==> src/rtl/vx_tcu_pkg.sv <==
// Shared TCU definitions: format IDs, lane count and the DRL sequencer state type.
package vx_tcu_pkg;

    localparam int TCU_MAX_INPUTS = 16;

    localparam logic [2:0] TCU_FP32_ID = 3'd0;
    localparam logic [2:0] TCU_FP16_ID = 3'd1;
    localparam logic [2:0] TCU_BF16_ID = 3'd2;
    localparam logic [2:0] TCU_FP8_ID  = 3'd3;
    localparam logic [2:0] TCU_BF8_ID  = 3'd4;
    localparam logic [2:0] TCU_TF32_ID = 3'd5;

    typedef enum logic [2:0] {
        TCU_SEQ_IDLE  = 3'd0,
        TCU_SEQ_ISSUE = 3'd1,
        TCU_SEQ_WAIT  = 3'd2,
        TCU_SEQ_DRAIN = 3'd3,
        TCU_SEQ_DONE  = 3'd4
    } tcu_seq_state_t;

    // Formats the exponent/FEDP datapath can accumulate; FP32 and unassigned IDs are rejected.
    function automatic logic tcu_fmt_legal(input logic [2:0] fmt);
        logic ok;
        case (fmt)
            TCU_TF32_ID, TCU_FP16_ID, TCU_BF16_ID,
            TCU_FP8_ID,  TCU_BF8_ID:  ok = 1'b1;
            default:                  ok = 1'b0;
        endcase
        return ok;
    endfunction

endpackage

==> src/rtl/vx_tcu_drl_seq.sv <==
// TCU dot-product request sequencer: splits a request into K beats spaced by the
// accumulate latency so each beat sees the previous partial sum.
//
// state | meaning
// ------+----------------------------------------------------------
// IDLE  | waiting for a request, req_ready high
// ISSUE | beat kidx presented on dp_*, waiting for dp_ready
// WAIT  | gap counter running between beats (accumulator RAW hazard)
// DRAIN | gap counter running after the last beat
// DONE  | done_valid/done_err presented, waiting for done_ready
module vx_tcu_drl_seq
    import vx_tcu_pkg::*;
#(
    parameter  int LAT   = 4,
    parameter  int MAX_K = 16,
    localparam int KW    = $clog2(MAX_K + 1)
) (
    input  logic                      clk,
    input  logic                      reset_n,

    input  logic                      req_valid,
    output logic                      req_ready,
    input  logic [2:0]                req_fmt,
    input  logic [KW-1:0]             req_ksteps,
    input  logic [TCU_MAX_INPUTS-1:0] req_tail_mask,

    output logic                      dp_valid,
    input  logic                      dp_ready,
    output logic [2:0]                dp_fmt,
    output logic [TCU_MAX_INPUTS-1:0] dp_vld_mask,
    output logic [KW-1:0]             dp_kidx,
    output logic                      dp_c_sel,
    output logic                      dp_last,

    output logic                      done_valid,
    input  logic                      done_ready,
    output logic                      done_err
);

    localparam int GW = (LAT > 1) ? $clog2(LAT) : 1;
    localparam logic [GW-1:0] GAP_LOAD = GW'(LAT - 1);

    typedef struct packed {
        logic [2:0]                fmt;
        logic [TCU_MAX_INPUTS-1:0] mask;
        logic [KW-1:0]             kidx;
        logic                      c_sel;
        logic                      last;
    } beat_t;

    tcu_seq_state_t            state;
    logic [2:0]                fmt_q;
    logic [KW-1:0]             ksteps_q;
    logic [TCU_MAX_INPUTS-1:0] tail_q;
    logic [KW-1:0]             kidx;
    logic [KW-1:0]             kidx_inc;
    logic [GW-1:0]             gap;
    beat_t                     beat_q;

    // Beat fields for a given K index: first beat takes external C, later beats feed back.
    function automatic beat_t make_beat(
        input logic [2:0]                fmt,
        input logic [KW-1:0]             idx,
        input logic [KW-1:0]             ksteps,
        input logic [TCU_MAX_INPUTS-1:0] tail
    );
        beat_t b;
        b.fmt   = fmt;
        b.kidx  = idx;
        b.c_sel = (idx != '0);
        b.last  = ((idx + KW'(1)) == ksteps);
        b.mask  = b.last ? tail : '1;
        return b;
    endfunction

    assign kidx_inc = kidx + KW'(1);

    // Ready only while idle and out of reset, so it is low throughout reset and
    // high in the very first cycle after release.
    assign req_ready = (state == TCU_SEQ_IDLE) && reset_n;

    assign dp_fmt      = beat_q.fmt;
    assign dp_vld_mask = beat_q.mask;
    assign dp_kidx     = beat_q.kidx;
    assign dp_c_sel    = beat_q.c_sel;
    assign dp_last     = beat_q.last;

    // Sequencer FSM with beat counter, gap counter and registered outputs.
    always_ff @(posedge clk or negedge reset_n) begin
        if (!reset_n) begin
            state      <= TCU_SEQ_IDLE;
            fmt_q      <= '0;
            ksteps_q   <= '0;
            tail_q     <= '0;
            kidx       <= '0;
            gap        <= '0;
            beat_q     <= '0;
            dp_valid   <= 1'b0;
            done_valid <= 1'b0;
            done_err   <= 1'b0;
        end else begin
            case (state)
                TCU_SEQ_IDLE: begin
                    if (req_valid) begin
                        fmt_q    <= req_fmt;
                        ksteps_q <= req_ksteps;
                        tail_q   <= req_tail_mask;
                        kidx     <= '0;
                        if (!tcu_fmt_legal(req_fmt)) begin
                            state      <= TCU_SEQ_DONE;
                            done_valid <= 1'b1;
                            done_err   <= 1'b1;
                        end else if (req_ksteps == '0) begin
                            state      <= TCU_SEQ_DONE;
                            done_valid <= 1'b1;
                            done_err   <= 1'b0;
                        end else begin
                            state    <= TCU_SEQ_ISSUE;
                            dp_valid <= 1'b1;
                            beat_q   <= make_beat(req_fmt, '0, req_ksteps, req_tail_mask);
                        end
                    end
                end

                TCU_SEQ_ISSUE: begin
                    // A stalled beat simply stays registered; nothing advances.
                    if (dp_ready) begin
                        if (beat_q.last) begin
                            dp_valid <= 1'b0;
                            beat_q   <= '0;
                            if (LAT == 1) begin
                                state      <= TCU_SEQ_DONE;
                                done_valid <= 1'b1;
                                done_err   <= 1'b0;
                            end else begin
                                state <= TCU_SEQ_DRAIN;
                                gap   <= GAP_LOAD;
                            end
                        end else begin
                            kidx <= kidx_inc;
                            if (LAT == 1) begin
                                beat_q <= make_beat(fmt_q, kidx_inc, ksteps_q, tail_q);
                            end else begin
                                state    <= TCU_SEQ_WAIT;
                                gap      <= GAP_LOAD;
                                dp_valid <= 1'b0;
                                beat_q   <= '0;
                            end
                        end
                    end
                end

                TCU_SEQ_WAIT: begin
                    gap <= gap - GW'(1);
                    if (gap <= GW'(1)) begin
                        state    <= TCU_SEQ_ISSUE;
                        dp_valid <= 1'b1;
                        beat_q   <= make_beat(fmt_q, kidx, ksteps_q, tail_q);
                    end
                end

                TCU_SEQ_DRAIN: begin
                    gap <= gap - GW'(1);
                    if (gap <= GW'(1)) begin
                        state      <= TCU_SEQ_DONE;
                        done_valid <= 1'b1;
                        done_err   <= 1'b0;
                    end
                end

                TCU_SEQ_DONE: begin
                    if (done_ready) begin
                        state      <= TCU_SEQ_IDLE;
                        done_valid <= 1'b0;
                        done_err   <= 1'b0;
                    end
                end

                default: begin
                    state      <= TCU_SEQ_IDLE;
                    dp_valid   <= 1'b0;
                    beat_q     <= '0;
                    done_valid <= 1'b0;
                    done_err   <= 1'b0;
                end
            endcase
        end
    end

endmodule

==> config.mk <==
export PLATFORM = sky130hd
export DESIGN_NAME = vx_tcu_drl_seq
export DESIGN_NICKNAME = d
export VERILOG_FILES = /design/src/rtl/vx_tcu_pkg.sv /design/src/rtl/vx_tcu_drl_seq.sv
export SDC_FILE = /design/constraint.sdc
export NUM_CORES = 1
export LEC_CHECK = 0
export ABC_AREA = 1
export CORE_MARGIN = 3
export CORE_UTILIZATION = 53
export CTS_CLUSTER_DIAMETER = 120
export DETAILED_ROUTE_END_ITERATION = 7
export PLACE_DENSITY = 0.82
export SYNTH_ARGS = -nofsm -noshare
export SYNTH_HDL_FRONTEND = slang
export SYNTH_SLANG_ARGS = --single-unit
export TNS_END_PERCENT = 5
==> constraint.sdc <==
create_clock -name clk -period 2.4 [get_ports clk]
set_input_delay 0.48 -clock clk [delete_from_list [all_inputs] [get_ports clk]]
set_output_delay 0.48 -clock clk [all_outputs]
set_load 0.05 [all_outputs]
==> results of run 1 <==
cell usage after synthesis, types with 4 or more instances:
cell / number / share of area
nand2_1: 104 / 0.12
dfrtp_1: 63 / 0.48
inv_1: 58 / 0.066
nor2_1: 44 / 0.050
o21ai_0: 29 / 0.044
nand3_1: 23 / 0.035
a21oi_1: 21 / 0.032
a21oi_2: 15 / 0.040
o21ai_1: 10 / 0.015
inv_2: 8 / 0.0091
clkbuf_1: 6 / 0.0068
buf_6: 4 / 0.014
per-stage QoR:
stage                     area, um2  setup slack, ps
after floorplan                3310              416
after global placement         3940              389
after detailed placement       3940              315
after CTS                      4100              157
after global routing           4100             55.9
final                          4100              161
cells by family after synthesis:
| family | Yosys count |
|---|---|
| and+or+nand+nor | 192 |
| buffers and inverters | 83 |
| AOI/OAI and AO/OA | 82 |
| DFF | 63 |
| adders and majority gates | 3 |
| muxes | 2 |
state kept, by name, summed over array words and instances (netlist names):
| register | flops |
|---|---|
| ksteps_q | 5 |
| done_err | 1 |
| tail_q | 16 |
| dp_vld_mask | 16 |
| dp_valid | 1 |
| dp_kidx | 5 |
| dp_last | 1 |
| done_valid | 1 |
| fmt_q | 3 |
| kidx | 5 |
| gap | 2 |
| dp_c_sel | 1 |
| state | 3 |
| dp_fmt | 3 |
area by class of cell:
class,instances,share of cell area
Sequential cell,63,0.385
Multi-Input combinational cell,279,0.337
Timing Repair Buffer,64,0.157
Inverter,66,0.0604
Clock buffer,14,0.0372
Tap cell,75,0.0229
Clock inverter,1,0.00122
cell usage in the layout (no fill, tap or decap), drive strengths merged:
cell,Yosys,layout
mux2,2,2
nand3b,3,3
inv,66,66
nor2,47,47
o211ai,1,1
o31ai,2,2
buf,11,8
clkdlybuf4s50,0,56
clkinv,0,1
ha,3,3
nor3,5,5
o21ai,39,39
nand3,26,26
a21oi,36,36
a22o,3,3
clkbuf,6,14
nand4,3,3
nand2,108,108
dfrtp,63,63
o2111ai,1,1
power by group:
part           switching [uW]  internal [uW]
combinational            2330           1180
sequential                295           1530
clock                     387            397
total                    3010           3100
per-layer routing:
layer  wire (um)  share of wire  vias to the layer above
li1            -              -                     1456
met1        3340           0.44                     1371
met2        3690           0.49                       85
met3         377          0.050                       16
met4         187          0.025                        0
met5           0              0                        -
worst paths after layout:
kind,startpoint,endpoint,slack (ps),depth (start not counted)
max,state[0]$_DFFE_PN0P_,req_ready,160,5
min,reset_n,dp_vld_mask[1]$_DFFE_PN0P_,320,2
max reg2reg,kidx[0]$_DFFE_PN0P_,dp_vld_mask[11]$_DFFE_PN0P_,310,11
min reg2reg,done_valid$_DFFE_PN0P_,done_valid$_DFFE_PN0P_,490,2
max in group asynchronous,reset_n,ksteps_q[0]$_DFFE_PN0P_,1550,2
min in group clk,done_valid$_DFFE_PN0P_,done_valid$_DFFE_PN0P_,490,2
worst max-delay path: cells and delay by family (launching register included):
| family | cells | cell delay [ps] |
|---|---|---|
| simple gates | 3 | 580 |
| flops | 1 | 440 |
| buf+inv | 2 | 400 |
==> flow_summary.yaml, run 1 <==
global_routing:
  grt_pass1_wl_um: 13100
  met1_usage: 0.302
  antenna_found_initial: 0
  grt_remaining_overflow: 0
  use_met2: 0.350
  grt_max_degree: 64
  use_met3: 0.0447
  track_usage: 0.228
  busiest_layer: "met2"
  grt_pass1_vias: 2870
min_path:
  holdCritPathClass: "in -> async"
critical_path:
  critical_path_class: "reg -> out"
  crit_slowest_cell: "dfrtp_1"
  crit_fanout: 14
  path_cells: "nor2_2, nand2_4, buf_4, nor2_1, buf_12"
  cp_slowest_stage_delay_ps: 440
  crit_path_end_kind: "output port"
  startpoint_type: "register"
  cp.required_ps: 1920
  critPathArrivalTime_ps: 1760
logic_synthesis:
  synth_edf_count: 0
  seq_area_frac_synth: 0.476
  syn_area_um2: 3310
  yosys_warnings: 0
  synth-compound-area-share: 0.148
  ys_ff_latch: 63
  synth.distinct_cells: 30
  yosys.area_share.adder: 0.0113
  synthXorXnorAreaFrac: 0
  synth.avg_cell_area_um2: 7.80
  synth_async_sr_flop_share: 1.00
  syn-instance-count: 425
  ys.flop_type: "dfrtp_1"
  synth_nets: 457
  synth_top_family_by_area: "simple AND/OR/NAND/NOR gates"
  synthSimpleGateAreaFrac: 0.251
  synthMuxAreaShare: 0.00680
clock_network:
  ctsResizeCount: 0
  cts_hold_buf: 0
  numClockSinks: 63
  htreeDepth: 3
  cts_max_path_buffers: 2
  cts-root-buf: "clkbuf_8"
  tritoncts: "done"
  clock_latency_ps: 340
  cts_made_buffers: 9
  cts_setup_buffers: 0
  path_clk_slew_ps: 70
routing:
  wl_per_cell_um: 13.5
  via_per_inst: 5.21
  routed_wl_um: 7590
  via_count: 2928
  dr.pass1.iters: 4
  antenna_violating_nets_post_route: 0
  drc: 0
  first_iter_violations: 226
die:
  dieHeight_um: 85.1
  io_pins: 59
  core-area_um2: 5990
  dieArea_um2: 7240
  core.rowCount: 28
  die_w_um: 85.1
  initial_core_util: 0.553
power:
  p_total_uw: 6110
  p_leak_uw: 0.00195
  peakVddDrop_mv: 0.811
  powerDensity_nw_per_um2: 1490
timing:
  final.period_utilization: 0.933
  max_slew_margin: 0.472
  tightestPinTransition_ps: 792
  rsz0062_at_grt: "no"
  tns_ps: 0
  period_minus_slack_ps: 2240
  hold_viol_final: 0
  fin_worst_skew_ps: 4.04
  finalMaxSlewViolations: 0
  finalSetupViolCount: 0
  worst_hold_slack_ps: 316
  fmax_mhz: 447
final_layout:
  register_area_um2: 1580
  finish.utilization: 0.684
  area_growth_pct: 23.7
  drive_gt1_frac: 0.115
  fin_cells: 562
  layout.nets: 515
  multi_input_area_um2: 1380
  filler_cell_count: 488
  antenna_cells: 0
status:
  outcome: "completed"
placement:
  place.gp.congestion: 0.839
  hpwl_um: 5240
  placedCellCount: 547
  io_buffers: 58
job:
  cap_violations: 0
Power figures use the tool's default switching activity.
==> inputs of run 2 (changes only) <==
--- a/config.mk
+++ b/config.mk
@@ -5,12 +5,11 @@
 export SDC_FILE = /design/constraint.sdc
 export NUM_CORES = 1
 export LEC_CHECK = 0
-export ABC_AREA = 1
-export CORE_MARGIN = 3
-export CORE_UTILIZATION = 53
+export CORE_MARGIN = 5
+export CORE_UTILIZATION = 52
 export CTS_CLUSTER_DIAMETER = 120
 export DETAILED_ROUTE_END_ITERATION = 7
-export PLACE_DENSITY = 0.82
+export PLACE_DENSITY_LB_ADDON = 0.1
 export SYNTH_ARGS = -nofsm -noshare
 export SYNTH_HDL_FRONTEND = slang
 export SYNTH_SLANG_ARGS = --single-unit
==> run 2 against run 1 <==
Net effect: total power is 7.7% higher; design area decreased by 3.1%; global-route usage shrank 2.8 points; register-to-register slack improved by 60 ps; first-iteration DRC count decreased by 58%; worst setup slack improved by 78 ps.
==> flow_summary.yaml, run 2 <==
global_routing:
  grt_remaining_overflow: 0
  met1_usage: 0.287
  antenna_found_initial: 0
  use_met3: 0.0494
  grt_pass1_wl_um: 11500
  grt_max_degree: 64
  grt_pass1_vias: 2348
  busiest_layer: "met1"
  track_usage: 0.200
  use_met2: 0.287
timing:
  max_slew_margin: 0.471
  fin_worst_skew_ps: 8.94
  fmax_mhz: 463
  finalSetupViolCount: 0
  hold_viol_final: 0
  worst_hold_slack_ps: 374
  final.period_utilization: 0.901
  tightestPinTransition_ps: 794
  period_minus_slack_ps: 2160
  rsz0062_at_grt: "no"
  finalMaxSlewViolations: 0
logic_synthesis:
  seq_area_frac_synth: 0.515
  yosysMostFrequentCell: "dfrtp_1"
  synth_async_sr_flop_share: 1.00
  yosys_warnings: 0
  ys.flop_type: "dfrtp_1"
  syn_area_um2: 3060
  synthTopCellsByCount: "63 x dfrtp_1, 28 x nand2_1, 28 x nand3_1"
  synth_edf_count: 0
  synth.avg_cell_area_um2: 10.6
  synth.largest_area_cell: "dfrtp_1"
  synthTopCellsByArea: "dfrtp_1 52%, mux2_2 9.2%, o22a_1 4.9%, nand3_1 4.6%, o21ai_0 4.3%"
  synth.distinct_cells: 40
  netlist.area_leader.share: 0.515
  syn-instance-count: 288
  ys_ff_latch: 63
  synth_nets: 320
placement:
  io_buffers: 58
  hpwl_um: 4620
  place.gp.congestion: 0.791
  placedCellCount: 416
routing:
  first_iter_violations: 96
  dr.pass1.iters: 4
  routed_wl_um: 6790
  via_count: 2349
  via_per_inst: 5.44
  antenna_violating_nets_post_route: 0
  wl_per_cell_um: 15.7
  drc: 0
min_path:
  holdCritPathClass: "in -> async"
clock_network:
  numClockSinks: 63
  path_clk_slew_ps: 70
  tritoncts: "done"
  cts_max_path_buffers: 2
  ctsResizeCount: 0
  cts_setup_buffers: 0
  cts_hold_buf: 0
  clock_latency_ps: 330
  cts-root-buf: "clkbuf_8"
  cts_made_buffers: 9
  htreeDepth: 3
final_layout:
  filler_cell_count: 496
  antenna_cells: 0
  fin_cells: 432
  multi_input_area_um2: 1320
  layout.nets: 384
  layout.cells.most_common_list: "63 x dfrtp_1, 56 x clkdlybuf4s50_1, 28 x nand2_1, 28 x nand3_1, 26 x o21ai_0"
  register_area_um2: 1580
  area_growth_pct: 29.9
  final_common_cell: "dfrtp_1"
  drive_gt1_frac: 0.171
power:
  p_leak_uw: 0.00168
  seq_power_share: 0.292
  powerDensity_nw_per_um2: 1660
  peakVddDrop_mv: 1.09
  clockPowerShare: 0.167
  p_int_uw: 3790
  p_sw_uw: 2790
  swShare: 0.424
  combPwrFrac: 0.541
critical_path:
  cp.required_ps: 1920
  critical_path_class: "reg -> out"
  crit_path_end_kind: "output port"
  reg2reg_from: "state[0]$_DFFE_PN0P_"
  crit_start: "state[0]$_DFFE_PN0P_"
  ff2ff_setup_slack_ps: 370
  rr_worst_depth: 6
  critPathArrivalTime_ps: 1680
  crit_fanout: 14
  startpoint_type: "register"
  r2r_end: "dp_vld_mask[6]$_DFFE_PN0P_"
die:
  core.rowCount: 28
  die_w_um: 86.7
  core-area_um2: 5820
  io_pins: 59
  dieHeight_um: 86.7
  initial_core_util: 0.526
  dieArea_um2: 7520
job:
  cap_violations: 0
status:
  outcome: "completed"
[run 2: power groups by stage]
stage	sequential [uW]	combinational (uW)	clock, uW
after floorplan	2520	2040	0
after global placement	1920	3480	0
after detailed placement	1940	3570	0
after CTS	1920	3590	1120
after global routing	1990	3900	1180
final	1920	3560	1100
[run 2: worst max-delay path, cell delays in order (launching register included)]
cell and delay [ps]:
dfrtp_1 550, nor3_2 390, and2_1 260, buf_12 150
[run 2: worst max path at each step]
stage	to	cells after the start
4_1_cts	req_ready	3
3_5_place_dp	dp_vld_mask[6]$_DFFE_PN0P_	7
5_1_grt	req_ready	3
3_3_place_gp	done_err$_DFFE_PN0P_	5
6_report	req_ready	3
2_1_floorplan	req_ready	4
[run 2: area by class of cell]
type	count	share of cell area
Clock inverter	2	0.0151
Clock buffer	14	0.0460
Timing Repair Buffer	71	0.175
Multi-Input combinational cell	194	0.331
Tap cell	75	0.0236
Sequential cell	63	0.397
Inverter	13	0.0123
[run 2: through the flow]
stage | total power, uW | TNS [ps] | setup WS [ps] | area (um2) | util
after global placement | 5410 | 0 | 37.5 | 3730 | 0.641
final | 6580 | 0 | 239 | 3970 | 0.683
after floorplan | 4560 | 0 | 396 | 3060 | -
after global routing | 7070 | 0 | 127 | 3970 | 0.683
after detailed placement | 5510 | -56.2 | -23.6 | 3730 | 0.641
after CTS | 6640 | 0 | 209 | 3970 | 0.683
[run 2: logic make-up after synthesis]
logic type	Yosys count	synth area share
flops	63	0.515
simple gates	85	0.137
compound gates	71	0.150
xor+xnor	7	0.0245
fa+ha+maj	3	0.0123
buf+inv	31	0.0585
mux	28	0.102
[run 2: routing by layer]
metal | vias up | wire, um
li1 | 1151 | -
met1 | 1131 | 3200
met2 | 59 | 3190
met3 | 8 | 301
met4 | 0 | 96
met5 | - | 0
